## src/rtl/neuron_pkg.sv

```systemverilog
// Shared fixed-point helpers for the neuron datapath: Q-format split and
// saturating arithmetic evaluated on a wide signed carrier.
package neuron_pkg;

  localparam int WIDE = 64;
  typedef logic signed [WIDE-1:0] wide_t;

  function automatic int frac_bits(input int dw, input int iw);
    return dw - iw;
  endfunction

  // Clamp v to the signed range of a w-bit two's complement value.
  function automatic wide_t sat_to_width(input wide_t v, input int w);
    wide_t hi, lo;
    hi = (wide_t'(1) <<< (w - 1)) - wide_t'(1);
    lo = -(wide_t'(1) <<< (w - 1));
    if (v > hi) return hi;
    if (v < lo) return lo;
    return v;
  endfunction

  function automatic wide_t sat_add(input wide_t a, input wide_t b, input int w);
    return sat_to_width(a + b, w);
  endfunction

endpackage

```

## src/rtl/sat_acc.sv

```systemverilog
// Registered saturating accumulator; sum is the combinational saturated
// acc + din, and a clear on the last product restarts the frame at zero.
module sat_acc
  import neuron_pkg::*;
#(
  parameter int AW = 32
) (
  input  logic                 clk,
  input  logic                 rst,
  input  logic                 en,
  input  logic                 clr,
  input  logic signed [AW-1:0] din,
  output logic signed [AW-1:0] sum
);

  logic signed [AW-1:0] acc;

  assign sum = AW'(sat_add(wide_t'(acc), wide_t'(din), AW));

  always_ff @(posedge clk or posedge rst) begin
    if (rst)     acc <= '0;
    else if (en) acc <= clr ? '0 : sum;
  end

endmodule

```

## src/rtl/neuron_mac.sv

```systemverilog
// Streaming MAC neuron: index/address generation for the weight ROM, a
// two-stage multiply pipeline, saturating accumulation and biased output.
module neuron_mac
  import neuron_pkg::*;
#(
  parameter int numWeight    = 784,
  parameter int addressWidth = 10,
  parameter int dataWidth    = 16,
  parameter int intWidth     = 4
) (
  input  logic                        clk,
  input  logic                        rst,
  input  logic                        in_valid,
  input  logic signed [dataWidth-1:0] in_data,
  input  logic signed [dataWidth-1:0] bias,
  output logic                        ren,
  output logic [addressWidth:0]       raddr,
  input  logic signed [dataWidth-1:0] wout,
  output logic                        out_valid,
  output logic signed [dataWidth-1:0] out_data
);

  localparam int FB     = frac_bits(dataWidth, intWidth);
  localparam int AW     = 2 * dataWidth;
  localparam int IW     = addressWidth + 1;
  localparam int STAGES = 2;

  logic [IW-1:0]               idx;
  logic                        is_last;
  logic [STAGES-1:0]           vld_pipe, last_pipe;
  logic signed [dataWidth-1:0] data_d;
  logic signed [AW-1:0]        mul_r, sum;

  assign is_last = (idx == IW'(numWeight - 1));
  assign ren     = in_valid;
  assign raddr   = idx;

  always_ff @(posedge clk or posedge rst) begin
    if (rst)           idx <= '0;
    else if (in_valid) idx <= is_last ? '0 : idx + 1'b1;
  end

  // [0]: data_d aligned with the ROM read; [1]: mul_r ready to accumulate.
  always_ff @(posedge clk or posedge rst) begin
    if (rst) begin
      vld_pipe  <= '0;
      last_pipe <= '0;
      data_d    <= '0;
      mul_r     <= '0;
    end else begin
      vld_pipe  <= {vld_pipe[0], in_valid};
      last_pipe <= {last_pipe[0], in_valid & is_last};
      if (in_valid)    data_d <= in_data;
      if (vld_pipe[0]) mul_r  <= wout * data_d;
    end
  end

  sat_acc #(.AW(AW)) u_acc (
    .clk (clk),
    .rst (rst),
    .en  (vld_pipe[1]),
    .clr (last_pipe[1]),
    .din (mul_r),
    .sum (sum)
  );

  // Bias is aligned to the product's Q format before the fractional bits drop.
  always_ff @(posedge clk or posedge rst) begin
    if (rst) begin
      out_valid <= 1'b0;
      out_data  <= '0;
    end else begin
      out_valid <= last_pipe[1];
      if (last_pipe[1])
        out_data <= dataWidth'(sat_to_width(
                      (wide_t'(sum) + (wide_t'(bias) <<< FB)) >>> FB, dataWidth));
    end
  end

endmodule

```

## config.mk

```make
export PLATFORM = sky130hd
export DESIGN_NAME = neuron_mac
export DESIGN_NICKNAME = d
export VERILOG_FILES = /design/src/rtl/neuron_pkg.sv /design/src/rtl/sat_acc.sv /design/src/rtl/neuron_mac.sv
export SDC_FILE = /design/constraint.sdc
export NUM_CORES = 1
export LEC_CHECK = 0
export CAP_MARGIN = 30
export CORE_MARGIN = 8
export CORE_UTILIZATION = 53
export DETAILED_ROUTE_END_ITERATION = 8
export GPL_TIMING_DRIVEN = 0
export PLACE_DENSITY = 0.79
export SLEW_MARGIN = 10
export SYNTH_ARGS = -nofsm -noshare
export SYNTH_HDL_FRONTEND = slang
export SYNTH_HIERARCHICAL = 1
export SYNTH_SLANG_ARGS = --single-unit
export TNS_END_PERCENT = 10
```

## constraint.sdc

```tcl
create_clock -name clk -period 12.1 [get_ports clk]
set_input_delay 3.63 -clock clk [delete_from_list [all_inputs] [get_ports clk]]
set_output_delay 3.63 -clock clk [all_outputs]
set_load 0.1 [all_outputs]
```

* Yosys cells after proc, flatten, opt, wreduce, memory -nomap -nowiden
Index checks and enable logic that the tools add are counted.
Cells by class: add/subtract/negate cells 3, $mul 1, div/mod/pow operators 0, $lt $le $gt $ge 4, eq/ne operators 1, shifts and indexed selects 0, multiplexer cells 18, bitwise logic cells 1, reductions and logical operators 0
Operators with widths (count):
- 32-bit 2-to-1 mux | 5
- 16-bit 2-to-1 mux | 4
- 32-bit by 28-bit adder with 33-bit output | 1
- 32-bit by 32-bit adder with 33-bit output | 1
- 33-bit by 32-bit > comparator with 1-bit output, second input constant | 1
- 33-bit by 32-bit < comparator with 1-bit output, second input constant | 1
- 16-bit by 16-bit multiplier with 32-bit output | 1
- 21-bit by 16-bit > comparator with 1-bit output, second input constant | 1
- 21-bit by 16-bit < comparator with 1-bit output, second input constant | 1
- 11-bit by 1-bit adder with 11-bit output, second input constant | 1
- 11-bit by 10-bit equality test with 1-bit output, second input constant | 1
- 11-bit 2-to-1 mux | 1
- 1-bit 2-to-1 mux | 8
- 1-bit bitwise AND | 1
Storage, ports and cells: register bits after elaboration 112, latch bits 0, RAM bits 0, memory bits (read-only) 0, input bits 51, output and inout port bits 29, memories kept 0

* Longest topological paths before layout
Gate-level depths: netlist of run 1.
word-level depth 14, gate-level depth with buffers 24, gate-level depth less buffers 23

* Cells and area by module
Netlist of run 1, hierarchy kept.
By module, submodules not included:
- neuron_mac | times used 1, cells each 1492, area each 14038.5 um^2, seq. area each 2001.9 um^2
- sat_acc | times used 1, cells each 465, area each 3400.8 um^2, seq. area each 800.8 um^2

* Worst setup path before layout of run 1
OpenSTA, ideal clock, no wires.
path kind in2reg, start input port wout[15], end register mul_r[29], arrival time 9683 ps, data required time 11980 ps, path slack 2297 ps, cell stages on the path 19, buffers on the path 1, cell sequence clkbuf_1 > nand2_1 > fa_1 > inv_1 > fa_1 > fa_1 > fa_1 > fa_1 > inv_1 > fa_1 > inv_1 > ha_1 > a2111oi_0 > inv_1 > a2111oi_2 > nor4_1 > o21a_1 > or3_1 > a31o_1
Between the ends: longest elaborated chain between the ends 1
RTL lines:
- start, declared | line neuron_mac.sv:18 | input logic signed [dataWidth-1:0] wout,
- 16-bit by 16-bit multiplier with 32-bit output | line neuron_mac.sv:54 | if (vld_pipe[0]) mul_r <= wout * data_d;
- end signal, assigned | line neuron_mac.sv:54
- end, declared | line neuron_mac.sv:32 | logic signed [AW-1:0] mul_r, sum;
Every way passes these cells. A chain may end at the register's enable or synchronous reset.

* Worst setup path in the final report of run 1
Ends and elaborated chain as after synthesis.

==> flow_summary.toml, run 1 <==
[clock_network]
htreeDepth = 3
cts.repair.resized = 0
cts_setup_buffers = 0
clk_path_buf_depth = 2
cts_hold_buf = 0
clk_latency_ps = 380
cts_buffers = 9
cts_tree = "built"
clockRootBuffer = "clkbuf_16"
numClockSinks = 112
path_clk_slew_ps = 80

[route]
drtPass1Iterations = 6
vias = 13900
wl_per_cell_um = 17.9
drc = 0
routed_via_density = 5.60
antenna_left = 0
drtIter0Drc = 920
drt_wl_total_mm = 44.4

[job]
drv_cap = 0

[cells_and_area]
multi_input_area_mm2 = 0.0129
fin_cells = 2484
syn2layout_area_growth_pct = 9.91
layout_commonest_cell = "inv_1"
seq_area_mm2 = 0.00280
final_util = 0.589
layout_common_cells = "354 x inv_1, 264 x fa_1, 223 x nand2_1, 135 x ha_1, 124 x and2_1"
n_fill_cell = 2840
antennaDiodeCount = 0
nets = 2487
layout-drive-gt1-share = 0.0446

[sta]
hold_viol = 0
fin_crit_sh = 0.903
tns_ps = 0
worst_slew_pin_slew_ps = 1000
setup-violations-final = 0
period_needed_ps = 10920
timing.final.max_slew_violations = 0
rsz0062_at_grt = "false"
clock.fmax_mhz = 91.6
hold_slack_ps = 354
slew_headroom = 0.332
finalClockSkew_ps = 11.5

[global_route]
grt_max_degree = 62
grt_first_pass_wirelength_mm = 75.3
antenna_found_initial = 0
track_usage = 0.242
grt_pass1_vias = 15000
grt_overflow = 0

[yosys]
netlist_area_mm2 = 0.0174
syn_area_per_cell_um2 = 8.94
yosys_warnings = 6
syn_nets = 2395
synthCells = 1945

[setup_path]
r2r_setup_slack_ps = 4500
path_max_fanout = 10
crit_required_ps = 12370
startpoint_type = "primary input"
timing.rr.end = "mul_r[29]$_DFFE_PP0P_"
worstPathArrival_ps = 11190
end_kind = "flop"
path_class = "in -> reg"
r2r-start = "data_d[6]$_DFFE_PP0P_"
rr_worst_depth = 19

[die]
chipWidth_um = 197
num_rows = 66
core-area_mm2 = 0.0325
dieArea_mm2 = 0.0389
ios = 80
die_h_um = 197
start_util = 0.536

[hold_path]
whs_endpoint = "last_pipe[1]$_DFF_PP0_"
hp-start = "last_pipe[0]$_DFF_PP0_"
min_path_type = "reg -> reg"
worst_hold_path.num_cells = 0

[placement]
dpl.hpwl_mm = 36.8
placed_cells = 2468
gp_congestion = 0.920
port_buffers = 79

[run_status]
run_status = "completed"
## metrics by stage
| step | worst slack (ps) | cell area [µm²] |
|---|---|---|
| after global routing | 633 | 19100 |
| after global placement | 881 | 18700 |
| after CTS | 1210 | 19100 |
| after detailed placement | 805 | 18800 |
| after floorplan | 2300 | 17400 |
| final | 1180 | 19100 |
## final cells by class
| class | count | area share |
|---|---|---|
| Buffer | 71 | 0.0160 |
| Clock buffer | 9 | 0.0118 |
| Clock inverter | 7 | 0.00589 |
| Inverter | 357 | 0.0702 |
| Multi-Input combinational cell | 1405 | 0.677 |
| Sequential cell | 112 | 0.147 |
| Tap cell | 442 | 0.0289 |
| Timing Repair Buffer | 81 | 0.0434 |
## layer usage
| metal | up-vias | share of wire | global-route usage |
|---|---|---|---|
| li1 | 6414 | - | - |
| met1 | 7054 | 0.43 | 0.312 |
| met2 | 378 | 0.49 | 0.413 |
| met3 | 71 | 0.058 | 0.0400 |
| met4 | 0 | 0.024 | 0.0780 |
| met5 | - | 0 | 0 |
## worst max-delay path by stage
stage | cells past startpoint | startpoint | slack [ps] | end
2_1_floorplan | 19 | wout[15] | 2300 | mul_r[29]$_DFFE_PP0P_
6_report | 20 | wout[15] | 1180 | mul_r[29]$_DFFE_PP0P_
3_5_place_dp | 20 | wout[15] | 810 | mul_r[29]$_DFFE_PP0P_
3_3_place_gp | 20 | wout[15] | 880 | mul_r[29]$_DFFE_PP0P_
5_1_grt | 20 | wout[15] | 630 | mul_r[29]$_DFFE_PP0P_
4_1_cts | 20 | wout[15] | 1210 | mul_r[29]$_DFFE_PP0P_
## critical path, cell delays in order
cell             delay [ps]
clkdlybuf4s50_1         670
clkbuf_1                450
nand2_1                 210
fa_1                    610
inv_1                    80
fa_1                    850
fa_1                    490
fa_1                    480
fa_1                    550
inv_1                    50
fa_1                    530
inv_1                    40
ha_1                    330
a2111oi_0               570
inv_1                   120
a2111oi_2               580
nor4_1                  200
o21a_1                  230
or3_1                   300
a31o_1                  220
## state kept, by name, summed over array words and instances, names as in the netlist
signal and count:
out_data 16, u_acc/acc 32, out_valid 1, data_d 16
vld_pipe 2, mul_r 32, raddr 11, last_pipe 2
Power of run 1 is left out: the tool's default activity adds up to more than one toggle a clock period on the data nets, which glitch-free logic cannot reach.
==> run 2: changes to the inputs <==
--- a/config.mk
+++ b/config.mk
@@ -6,12 +6,14 @@
 export NUM_CORES = 1
 export LEC_CHECK = 0
 export CAP_MARGIN = 30
+export CELL_PAD_IN_SITES_DETAIL_PLACEMENT = 0
+export CELL_PAD_IN_SITES_GLOBAL_PLACEMENT = 1
 export CORE_MARGIN = 8
 export CORE_UTILIZATION = 53
 export DETAILED_ROUTE_END_ITERATION = 8
 export GPL_TIMING_DRIVEN = 0
-export PLACE_DENSITY = 0.79
-export SLEW_MARGIN = 10
+export PLACE_DENSITY = 0.95
+export SLEW_MARGIN = 20
 export SYNTH_ARGS = -nofsm -noshare
 export SYNTH_HDL_FRONTEND = slang
 export SYNTH_HIERARCHICAL = 1
==> run 2 against run 1 <==
Die area stayed put. Global-route usage shrank 0.51 points. Sequential cell count unchanged. Critical path type unchanged. Largest cell class unchanged. Highest routed layer unchanged.
==> flow_summary.toml, run 2 (synthesized netlist as in run 1, its figures left out) <==
[run_status]
run_status = "completed"

[cells_and_area]
layout_commonest_cell = "inv_1"
layout_common_cells = "354 x inv_1, 264 x fa_1, 223 x nand2_1, 135 x ha_1, 124 x and2_1"
layout-drive-gt1-share = 0.0441
reg_top3 = "mul_r x32, u_acc/acc x32"
syn2layout_area_growth_pct = 9.67
nets = 2488
antennaDiodeCount = 0

[clock_network]
path_clk_slew_ps = 80
cts_setup_buffers = 0
cts_hold_buf = 0
htreeDepth = 3
numClockSinks = 112
cts_buffers = 9
cts.repair.resized = 0
clk_path_buf_depth = 2
cts_tree = "built"
clk_latency_ps = 380
clockRootBuffer = "clkbuf_16"

[setup_path]
crit_required_ps = 12370
worstPathArrival_ps = 11270
startpoint_type = "primary input"
end_kind = "flop"
path_max_fanout = 10
path_class = "in -> reg"

[hold_path]
min_path_type = "reg -> reg"

[sta]
tns_ps = 0
fin_crit_sh = 0.909
finalClockSkew_ps = 13.4
timing.final.max_slew_violations = 0
rsz0062_at_grt = "false"
period_needed_ps = 11000
hold_viol = 0
setup-violations-final = 0
worst_slew_pin_slew_ps = 1000
clock.fmax_mhz = 90.9
slew_headroom = 0.328

[die]
dieArea_mm2 = 0.0389
start_util = 0.536
ios = 80
core-area_mm2 = 0.0325
chipWidth_um = 197
num_rows = 66
die_h_um = 197

[global_route]
grt_overflow = 0
grt_first_pass_wirelength_mm = 73.3
antenna_found_initial = 0
track_usage = 0.237
grt_max_degree = 53
grt_pass1_vias = 14700

[placement]
gp_congestion = 0.908
dpl.hpwl_mm = 36.1
port_buffers = 79

[route]
drtIter0Drc = 945
wl_per_cell_um = 17.5
antenna_left = 0
vias = 13900
drc = 0
routed_via_density = 5.58
drtPass1Iterations = 5
drt_wl_total_mm = 43.5

[job]
drv_cap = 0
==> run 2: changes by cell type in the layout (fill, tap and decap cells not counted), sizes merged <==
cell          before  now
clkinvlp           1    2
dlymetal6s2s       0    1
clkbuf            63   65
inv              359  358
bufinv             2    0
==> run 2: stage by stage <==
stage / area [µm²] / instances / setup WS (ps) / hold slack, ps / utilization
after floorplan: 17400 / 1945 / 2300 / 331 / -
after global placement: 18700 / 2466 / 801 / 334 / 0.577
after detailed placement: 18800 / 2468 / 790 / 338 / 0.579
after CTS: 19100 / 2484 / 1150 / 357 / 0.587
after global routing: 19100 / 2485 / 573 / 357 / 0.588
final: 19100 / 2485 / 1100 / 353 / 0.588
==> run 2: cell type report <==
type	count	area [µm²]
fillers	2861	13400
multi-input cells	1405	12900
flip-flops and latches	112	2800
inverters	357	1340
repair buffers	82	842
well taps	442	553
plain buffers	71	305
clock buffers	11	243
clock inverters	5	41.3
==> run 2: routing by layer <==
metal  GRT usage  wire, µm  up-vias
li1            -         -     6425
met1       0.304     18300     6972
met2       0.395     20900      376
met3      0.0448      2720       92
met4      0.0906      1630        0
met5           0         0        -
==> run 2: final timing paths <==
kind                                             end              startpoint  cells after the start  slack, ps
setup reg to reg               mul_r[29]$_DFFE_PP0P_   data_d[4]$_DFFE_PP0P_                     19       4460
max in group asynchronous  u_acc/acc[27]$_DFFE_PP0P_                     rst                      2       7800
min in group asynchronous    out_data[3]$_DFFE_PP0P_                     rst                      2       3650
hold reg to reg               last_pipe[1]$_DFF_PP0_  last_pipe[0]$_DFF_PP0_                      0        350
setup / recovery               mul_r[29]$_DFFE_PP0P_                wout[15]                     20       1100
hold / removal                last_pipe[1]$_DFF_PP0_  last_pipe[0]$_DFF_PP0_                      0        350
==> run 2: critical path, stage by stage <==
cell,delay (ps)
clkdlybuf4s50_1,650
clkbuf_1,470
nand2_1,210
fa_1,610
inv_1,80
fa_1,860
fa_1,500
fa_1,470
fa_1,540
inv_1,60
fa_1,530
inv_1,40
ha_1,330
a2111oi_0,600
inv_1,130
a2111oi_2,600
nor4_1,190
o21a_1,230
or3_1,310
a31o_1,220
Power of run 2 is left out for the same reason.
